$ cat src/rtl/i2s_pkg.sv
// Shared I2S types and constants for the receive path.
package i2s_pkg;

   localparam int unsigned BITCNT_W      = 6;
   localparam int unsigned BCK_MIN_RATIO = 4;

   typedef enum logic {HUNT, RUN} rx_state_e;

endpackage

$ cat src/rtl/i2s_rx_sync_edge.sv
// Two-flop synchroniser with a rising-edge detect taken from the synced stage.
module sync_edge (
   input  logic clk,
   input  logic rst,
   input  logic din,
   output logic dout,
   output logic rise_c
);

   logic meta_q, meta_d;
   logic sync_q, sync_d;
   logic dly_q,  dly_d;

   always_comb begin
      meta_d = din;
      sync_d = meta_q;
      dly_d  = sync_q;
   end

   always_ff @(posedge clk or posedge rst) begin
      if (rst) begin
         meta_q <= 1'b0;
         sync_q <= 1'b0;
         dly_q  <= 1'b0;
      end else begin
         meta_q <= meta_d;
         sync_q <= sync_d;
         dly_q  <= dly_d;
      end
   end

   assign dout   = sync_q;
   assign rise_c = sync_q & ~dly_q;

endmodule

$ cat src/rtl/i2s_rx.sv
// I2S receiver: oversamples BCK/LRCK/DATA, deserialises MSB-first words and
// emits one left/right pair per frame with a single-cycle valid strobe.
module i2s_rx
   import i2s_pkg::*;
#(
   parameter int unsigned AUDIO_DW = 16,
   parameter int unsigned TIMEOUT  = 4096
) (
   input  logic                clk_sys,
   input  logic                reset,
   input  logic                i2s_bck,
   input  logic                i2s_lrck,
   input  logic                i2s_data,
   output logic [AUDIO_DW-1:0] left_chan,
   output logic [AUDIO_DW-1:0] right_chan,
   output logic                sample_valid,
   output logic                locked
);

   localparam int unsigned IDLE_W = $clog2(TIMEOUT + 1);
   localparam logic [IDLE_W-1:0]   IDLE_MAX   = IDLE_W'(TIMEOUT - 1);
   localparam logic [BITCNT_W-1:0] BITCNT_MAX = '1;

   logic bck_s, bck_rise, lrck_s, data_s;
   logic lrck_rise_unused, data_rise_unused;

   sync_edge u_sync_bck  (.clk(clk_sys), .rst(reset), .din(i2s_bck),  .dout(bck_s),  .rise_c(bck_rise));
   sync_edge u_sync_lrck (.clk(clk_sys), .rst(reset), .din(i2s_lrck), .dout(lrck_s), .rise_c(lrck_rise_unused));
   sync_edge u_sync_data (.clk(clk_sys), .rst(reset), .din(i2s_data), .dout(data_s), .rise_c(data_rise_unused));

   rx_state_e             state_q, state_d;
   logic                  lrck_prev_q, lrck_prev_d;
   logic [BITCNT_W-1:0]   bitcnt_q, bitcnt_d;
   logic [AUDIO_DW-1:0]   word_q, word_d, word_wr;
   logic                  have_left_q, have_left_d;
   logic [IDLE_W-1:0]     idle_q, idle_d;
   logic [AUDIO_DW-1:0]   left_q, left_d, right_q, right_d;
   logic                  valid_q, valid_d;
   logic                  locked_q, locked_d;

   // Bit capture, word-boundary commit and BCK-loss timeout.
   always_comb begin
      state_d     = state_q;
      lrck_prev_d = lrck_prev_q;
      bitcnt_d    = bitcnt_q;
      word_d      = word_q;
      have_left_d = have_left_q;
      idle_d      = idle_q;
      left_d      = left_q;
      right_d     = right_q;
      valid_d     = 1'b0;
      locked_d    = locked_q;
      word_wr     = word_q;

      if (bck_rise) begin
         idle_d = '0;
         // Bits past AUDIO_DW match no index and are dropped.
         for (int i = 0; i < int'(AUDIO_DW); i++) begin
            if (int'(bitcnt_q) == int'(AUDIO_DW) - 1 - i) word_wr[i] = data_s;
         end
         word_d = word_wr;
         if (bitcnt_q != BITCNT_MAX) bitcnt_d = bitcnt_q + BITCNT_W'(1);

         if (lrck_s != lrck_prev_q) begin
            lrck_prev_d = lrck_s;
            word_d      = '0;
            bitcnt_d    = '0;
            if (state_q == HUNT) begin
               state_d = RUN;
            end else if (!lrck_prev_q) begin
               left_d      = word_wr;
               have_left_d = 1'b1;
            end else begin
               right_d = word_wr;
               if (have_left_q) begin
                  valid_d     = 1'b1;
                  have_left_d = 1'b0;
                  locked_d    = 1'b1;
               end
            end
         end
      end else if (idle_q == IDLE_MAX) begin
         state_d     = HUNT;
         locked_d    = 1'b0;
         have_left_d = 1'b0;
      end else begin
         idle_d = idle_q + IDLE_W'(1);
      end
   end

   always_ff @(posedge clk_sys or posedge reset) begin
      if (reset) begin
         state_q     <= HUNT;
         lrck_prev_q <= 1'b0;
         bitcnt_q    <= '0;
         word_q      <= '0;
         have_left_q <= 1'b0;
         idle_q      <= '0;
         left_q      <= '0;
         right_q     <= '0;
         valid_q     <= 1'b0;
         locked_q    <= 1'b0;
      end else begin
         state_q     <= state_d;
         lrck_prev_q <= lrck_prev_d;
         bitcnt_q    <= bitcnt_d;
         word_q      <= word_d;
         have_left_q <= have_left_d;
         idle_q      <= idle_d;
         left_q      <= left_d;
         right_q     <= right_d;
         valid_q     <= valid_d;
         locked_q    <= locked_d;
      end
   end

   assign left_chan    = left_q;
   assign right_chan   = right_q;
   assign sample_valid = valid_q;
   assign locked       = locked_q;

endmodule

$ cat config.mk
export PLATFORM = sky130hd
export DESIGN_NAME = i2s_rx
export DESIGN_NICKNAME = d
export VERILOG_FILES = /design/src/rtl/i2s_pkg.sv /design/src/rtl/i2s_rx_sync_edge.sv /design/src/rtl/i2s_rx.sv
export SDC_FILE = /design/constraint.sdc
export NUM_CORES = 1
export LEC_CHECK = 0
export ABC_AREA = 1
export CAP_MARGIN = 20
export CORE_MARGIN = 5
export CORE_UTILIZATION = 35
export CTS_BUF_LIST = sky130_fd_sc_hd__clkbuf_2 sky130_fd_sc_hd__clkbuf_4 sky130_fd_sc_hd__clkbuf_8
export DETAILED_ROUTE_END_ITERATION = 10
export SLEW_MARGIN = 10
export SYNTH_ARGS = -nofsm -noshare
export SYNTH_HDL_FRONTEND = slang
export SYNTH_HIERARCHICAL = 1
export SYNTH_SLANG_ARGS = --single-unit
$ cat constraint.sdc
create_clock -name clk_sys -period 5.85 [get_ports clk_sys]
set_input_delay 1.17 -clock clk_sys [delete_from_list [all_inputs] [get_ports clk_sys]]
set_output_delay 1.17 -clock clk_sys [all_outputs]
set_load 0.02 [all_outputs]
Yosys cells after proc, flatten, opt, wreduce, memory -nomap -nowiden
Index checks and enable logic that the tools add are counted.
{"block": "totals", "out_inout_bits": 34, "ramBits": 0, "latchBits": 0, "inputBits": 5, "n_memories": 0, "rom_bits": 0, "ff_bits": 79}
{"block": "op_classes", "n_mul": 0, "muxes": 38, "reduce_logical": 10, "bitwise": 3, "addsub": 2, "order_cmp": 0, "eq_ne": 23, "shifts": 0, "div": 0}
{"op": "$eq A6 B5 Y1 const B", "n": 8}
{"op": "$mux W1", "n": 33}
{"op": "$mux W13", "n": 2}
{"op": "$eq A6 B4 Y1 const B", "n": 4}
{"op": "$mux W16", "n": 1}
{"op": "$add A13 B1 Y13 const B", "n": 1}
{"op": "$eq A13 B12 Y1 const B", "n": 1}
{"op": "$eq A6 B3 Y1 const B", "n": 2}
{"op": "$mux W6", "n": 2}
{"op": "$ne A2 B1 Y1 const B", "n": 4}
{"op": "$reduce_and A4 Y1", "n": 2}
{"op": "$add A6 B1 Y6 const B", "n": 1}
{"op": "$eq A6 B2 Y1 const B", "n": 1}
{"op": "$logic_not A6 Y1", "n": 1}
{"op": "$ne A6 B6 Y1 const B", "n": 1}
{"op": "$reduce_and A2 Y1", "n": 3}
{"op": "$reduce_and A5 Y1", "n": 1}
{"op": "$reduce_bool A2 Y1", "n": 2}
{"op": "$reduce_and A3 Y1", "n": 1}
{"op": "$ne A2 B2 Y1 const B", "n": 1}
{"op": "$not A1 Y1", "n": 2}
{"op": "$and A1 B1 Y1", "n": 1}
{"op": "$ne A1 B1 Y1", "n": 1}

Logic depth before layout (Yosys ltp)
Gate-level depths: netlist of the first run.
{"block": "logic_depth", "word_depth": 5, "ltp_mapped": 10, "mapped_depth_nobuf": 9}

By module
The synthesis of the first run kept the hierarchy.
{"mod": "i2s_rx", "cells_per_inst": 432, "instances": 1, "area_per_inst_um2": 3490.8}
{"mod": "sync_edge", "cells_per_inst": 6, "instances": 3, "area_per_inst_um2": 88.8}

Least setup slack after synthesis of the first run
No wires, ideal clock.
{"block": "synth_timing", "path_kind": "flip-flop to output port", "startpoint": "register left_q[0] (netlist: left_chan[0])", "endpoint": "output left_chan[0]", "stages_incl_launch_ff": 1, "path_buffers": 0, "arrival_time_ns": 0.425, "slack_ns": 4.255, "required_time_ns": 4.680, "cell_sequence": "dfrtp_1"}
{"item": "start, declared", "line": "i2s_rx.sv:37", "rtl": "logic [AUDIO_DW-1:0] left_q, left_d, right_q, right_d;"}
{"item": "start signal, assigned", "line": "i2s_rx.sv:110", "rtl": "left_q <= left_d;"}
{"item": "end, declared", "line": "i2s_rx.sv:14", "rtl": "output logic [AUDIO_DW-1:0] left_chan,"}
No word-level cell between the ends.

Final worst setup path of the first run
{"block": "layout_timing", "startpoint": "register u_sync_bck.dly_q", "endpoint": "register right_q[13] (netlist: right_chan[13])"}
{"block": "layout_via", "elab_chain_cells": 3}
{"item": "start, declared", "line": "i2s_rx_sync_edge.sv:12", "rtl": "logic dly_q, dly_d;"}
{"item": "start signal, assigned", "line": "i2s_rx_sync_edge.sv:28", "rtl": "dly_q <= dly_d;"}
{"item": "$not A1 Y1", "line": "i2s_rx_sync_edge.sv:33", "rtl": "assign rise_c = sync_q & ~dly_q;"}
{"item": "$and A1 B1 Y1", "line": "i2s_rx_sync_edge.sv:33"}
{"item": "via bck_rise", "line": "i2s_rx.sv:24", "rtl": "logic bck_s, bck_rise, lrck_s, data_s;"}
{"item": "$reduce_and A4 Y1 (no line)"}
{"item": "end signal, assigned", "line": "i2s_rx.sv:111", "rtl": "right_q <= right_d;"}
{"item": "end, declared", "line": "i2s_rx.sv:37"}
The timed path passes the listed nets, and every way through them passes these cells.
A chain may end at the register's enable or synchronous reset.

==> impl_results.md, run 1 <==
* Total congestion overflow at 0
* Core ar. at 0.0103 sq mm
* Initial Util at 35.7%
* Clock Sinks at 79
* Routed Wire Length at 8350 microns
* Clk buf depth at 2
* Critical Path AT at 2.85 ns
* Fin. Hold Viols at 0
* Maximum fanout along the worst path at 23
* Vias in the first global route at 2,963
* Antenna cell count at 0
* Setup CP Type: reg -> reg
* I/O Buffers at 38
* Detailed Route Iter0 Violations at 221
* Share of layout cells above drive strength 1 at 7.38%
* Insertion delay to the later sink of the worst-skew pair at 0.36 ns
* Max-cap violation count at 0
* Final ANT Viol Nets at 0
* Boundary Pins at 39
* Worst-path clk slew at 0.08 ns
* Total number of vias at 3,023
* Area of the multi-input gates at 0.00143 sq mm
* Placement Cell Area at 0.00418 sq mm
* Gr usage total at 14.0%
* Clock Tree Root: clkbuf_8
* Worst-Margin Slew at 0.939 ns
* Crit path max-delay cell type: nor2_2
* Largest net degree at the start of global routing at 73
* Hold WS at 0.353 ns
* VDD IR-drop max at 0.147 mV
* Unrepaired setup endpoints after global routing: no
* Hold Startpoint: u_sync_lrck/meta_q
* Setup ws final at 3.29 ns
* Max frequency at 391 MHz
* Cells after Synth at 444
* CTS Hold Bufs at 0
* Die width at 113 microns
* Initial antenna violation count at 0
* Postcts setup bufs at 0
* Period utilisation layout at 43.7%
* Setup crit start: u_sync_bck/dly_q
* Reg area at 0.00198 sq mm
* Crit path time final at 2.56 ns
* Synthesized area per cell at 8.30 sq um
* Final net count at 494
* Leakage at 0.00219 uW
* Number of fillers in the final layout at 1,018
* Status: finished clean
* Area growth syn-to-layout at 20.1%
* Final instance area at 0.00443 sq mm
* # setup viols final at 0
* Row cnt at 37
* Syn nets at 455
* Rel. slew slack at 37.4%
* Slowest stage delay, CP at 0.73 ns
* Wire length per cell at 13.4 microns
* Critical Path RT at 6.14 ns
* CTS tree: yes
* Dpl ws at 3.26 ns
* Skew final at 0.0125 ns
* Total Power at 1590 uW
* Mapped Area at 0.00369 sq mm
* Setup TNS at 0 ns
* Post-DP HPWL at 5660 microns
* First-pass GRT wire length at 14,500 microns
* Crit-path cells: nor2_2 > nand3_2 > inv_1 > nand3_1 > nand2_1
* Die area at 0.0127 sq mm
* CP Buf/Inv Count at 1
* CP delay by family, top: simple AND/OR/NAND/NOR gates
* DRT Pass-1 Iters at 5
* Tightest Hold Check Type: reg -> reg
* Post-CTS sizing at 0
* YS warnings at 6
* CP Launch Type: register
* H-tree levels at 3
* RePlAce Congestion at 0.854
* Worst Setup End Kind: register
* PD cells at 360 mW/mm^2
* Remaining routing DRC violations at 0
* Die height at 113 microns
* Reg2reg start: u_sync_bck/dly_q
* Max-slew violations at 0
* Via density per instance at 4.84
* CTS buffer count at 9
-- sequential cells by signal, indices dropped and copies added (netlist names) --
signal	flops
bitcnt_q	6
have_left_q	1
idle_q	13
left_chan	16
locked	1
lrck_prev_q	1
right_chan	16
sample_valid	1
state_q	1
u_sync_bck/dly_q	1
u_sync_bck/dout	1
u_sync_bck/meta_q	1
u_sync_data/dout	1
u_sync_data/meta_q	1
u_sync_lrck/dout	1
u_sync_lrck/meta_q	1
word_q	16
-- through the flow --
step / util (%) / std cells
after floorplan: - / 444
after global placement: 40.4 / 608
after detailed placement: 40.4 / 608
after CTS: 42.9 / 624
after global routing: 42.9 / 624
final: 42.9 / 624
-- layout by cell type (no fill, tap or decap) --
master	instances
nor2_4	2
nor2_8	1
nor2_1	13
o21ai_0	26
nor2_2	4
ha_1	6
inv_2	3
inv_1	51
bufinv_16	3
o21ai_1	14
a31oi_1	2
or2_2	4
clkbuf_8	10
o21ai_2	1
nand4_1	3
nand2_1	127
inv_6	2
nand2_4	1
clkdlybuf4s50_1	38
buf_4	1
nor3_1	2
dfrtp_1	79
inv_4	1
nand3_1	89
clkinvlp_4	1
nand2_2	1
nand3b_1	1
nand3_2	1
o211ai_1	1
-- power breakdown --
group	switching (uW)	internal (uW)	total, uW
logic	261	142	403
clock network	210	298	508
registers	60.7	622	683
total	532	1060	1590
-- path summary, 6_finish.rpt --
| path | slack [ns] | cells after the start | end |
|---|---|---|---|
| setup / recovery | 3.29 | 5 | right_chan[13] |
| min in group asynchronous | 1.06 | 2 | u_sync_lrck/meta_q |
| hold reg to reg | 0.35 | 0 | u_sync_lrck/dout |
| max in group asynchronous | 3.77 | 3 | bitcnt_q[5] |
| setup reg to reg | 3.29 | 5 | right_chan[13] |
| hold / removal | 0.35 | 0 | u_sync_lrck/dout |
-- layer usage --
| layer | track usage (%) | wire (microns) | vias to the layer above |
|---|---|---|---|
| li1 | - | - | 1515 |
| met1 | 20.3 | 4160 | 1405 |
| met2 | 20.2 | 3600 | 87 |
| met3 | 2.37 | 384 | 16 |
| met4 | 6.25 | 208 | 0 |
| met5 | 0 | 0 | - |
-- cell type report --
cell class / instances / area share, %
Inverter: 55 / 4.72
Clock buffer: 10 / 3.11
Sequential cell: 79 / 44.6
Clock inverter: 6 / 2.60
Tap cell: 136 / 3.84
Timing Repair Buffer: 39 / 8.76
Multi-Input combinational cell: 299 / 32.3
Note: power is estimated with default switching activity, not from simulation.
==> run 2: changes to the inputs <==
- clock period: 5.85 -> 2.41 ns (I/O delays scaled with it)
==> run 2 against run 1 <==
  * Non-clock buffer count rose by 3
  * Critical endpoint is now left_chan[2]
  * Sequential share of layout area is 0.11 points higher
  * Register-to-register slack got worse by 2.7 ns
  * Sequential power up 140%
  * Combinational power rose by 140%
  * Final area down 0.25%
  * Wire length decreased by 0.16%
  * Clock power increased by 100%
  * Global-route usage about the same
  * Critical path type is now reg -> out
  * Core utilization shrank 0.11 points
  * Clock skew decreased by 0.0039 ns
  * Largest power group unchanged
  * Largest cell class unchanged
==> impl_results.md, run 2 (synthesized netlist as in run 1, its figures left out) <==
* Largest net degree at the start of global routing at 40
* Row cnt at 37
* Boundary Pins at 39
* Slowest stage delay, CP at 0.62 ns
* Worst Setup End Kind: primary output
* H-tree levels at 3
* Antenna cell count at 0
* Die height at 113 microns
* Placement Cell Area at 0.00421 sq mm
* Clock Tree Root: clkbuf_8
* Total congestion overflow at 0
* First-pass GRT wire length at 14,300 microns
* CTS Hold Bufs at 0
* Wire length per cell at 13.3 microns
* Critical Path AT at 1.34 ns
* Crit path time final at 1.82 ns
* Clk buf depth at 2
* Fin. Hold Viols at 0
* Share of layout cells above drive strength 1 at 7.94%
* CP Launch Type: register
* Reg2reg start: lrck_prev_q
* Setup CP Type: reg -> out
* Status: finished clean
* Commonest non-fill, non-tap cells in the layout: nand2_1, nand3_1, dfrtp_1, inv_1, clkdlybuf4s50_1
* # setup viols final at 0
* Post-CTS sizing at 0
* Max-slew violations at 0
* Setup TNS at 0 ns
* Initial Util at 35.7%
* Final net count at 497
* Post-DP HPWL at 5810 microns
* Rel. slew slack at 63.7%
* CP Buf/Inv Count at 1
* VDD IR-drop max at 0.325 mV
* Hold Startpoint: u_sync_lrck/meta_q
* Clock Sinks at 79
* RePlAce Congestion at 0.848
* Crit path max-delay cell type: clkdlybuf4s50_1
* Via density per instance at 4.82
* Total number of vias at 3,024
* Setup crit start: left_chan[2]
* Final ANT Viol Nets at 0
* DRT Pass-1 Iters at 4
* Final Util at 42.8%
* I/O Buffers at 38
* Critical Path RT at 1.93 ns
* Die width at 113 microns
* Max-cap violation count at 0
* Core ar. at 0.0103 sq mm
* Initial antenna violation count at 0
* Final instance area at 0.00442 sq mm
* Detailed Route Iter0 Violations at 188
* Unrepaired setup endpoints after global routing: no
* Insertion delay to the later sink of the worst-skew pair at 0.36 ns
* CP delay by family, top: buffers and inverters
* Routed Wire Length at 8340 microns
* PD cells at 825 mW/mm^2
* Vias in the first global route at 2,851
* Worst-Margin Slew at 0.544 ns
* Gr usage total at 13.9%
* Maximum fanout along the worst path at 2
* Number of fillers in the final layout at 1,042
* Period utilisation layout at 75.5%
* Leakage at 0.00218 uW
* Crit-path cells: clkdlybuf4s50_1
* Worst-path clk slew at 0.08 ns
* Die area at 0.0127 sq mm
* Skew final at 0.00862 ns
* CTS tree: yes
* Postcts setup bufs at 0
* Commonest non-fill, non-tap cell in the layout: nand2_1
* Remaining routing DRC violations at 0
* Tightest Hold Check Type: reg -> reg
* CTS buffer count at 9
* Max frequency at 549 MHz
* Area growth syn-to-layout at 19.8%
-- run 2: final cells by class --
cell class | instances | area [sq um] | area share (%)
clock buffers | 10 | 138 | 3.12
clock inverters | 6 | 68.8 | 1.56
well taps | 136 | 170 | 3.85
flip-flops and latches | 79 | 1980 | 44.8
inverters | 55 | 209 | 4.73
multi-input cells | 299 | 1430 | 32.4
repair buffers | 42 | 423 | 9.58
-- run 2: through the flow --
step / hold WS, ns / total power (uW) / std cells / setup WS [ns]
floorplan: 0.223 / 2290 / 444 / 0.103
global placement: 0.333 / 2630 / 611 / 0.646
detailed placement: 0.339 / 2650 / 611 / 0.602
CTS: 0.353 / 3690 / 627 / 0.559
global route: 0.366 / 3870 / 627 / 0.440
finish: 0.355 / 3640 / 627 / 0.590
-- run 2: where the power goes --
part	internal (uW)	total [uW]	switching, uW	leakage [uW]
sequential	1510	1650	142	0.00106
clock	510	1020	510	0.0000912
combinational	352	969	617	0.00103
total	2370	3640	1270	0.00218
-- run 2: path summary, 6_finish.rpt --
check | to | slack [ns] | depth (start not counted)
setup / recovery | left_chan[2] | 0.59 | 1
hold reg to reg | u_sync_lrck/dout | 0.35 | 0
hold / removal | u_sync_lrck/dout | 0.35 | 0
setup reg to reg | left_chan[0] | 0.61 | 7
max in group asynchronous | word_q[8] | 1.40 | 3
min in group asynchronous | u_sync_data/dout | 0.36 | 2
-- run 2: routing by layer --
| metal | global-route usage (%) | vias up | share of wire [%] |
|---|---|---|---|
| met2 | 20.0 | 78 | 43 |
| met3 | 3.61 | 7 | 5.9 |
| met5 | 0 | - | 0 |
| li1 | - | 1522 | - |
| met1 | 20.1 | 1417 | 49 |
| met4 | 5.05 | 0 | 1.5 |
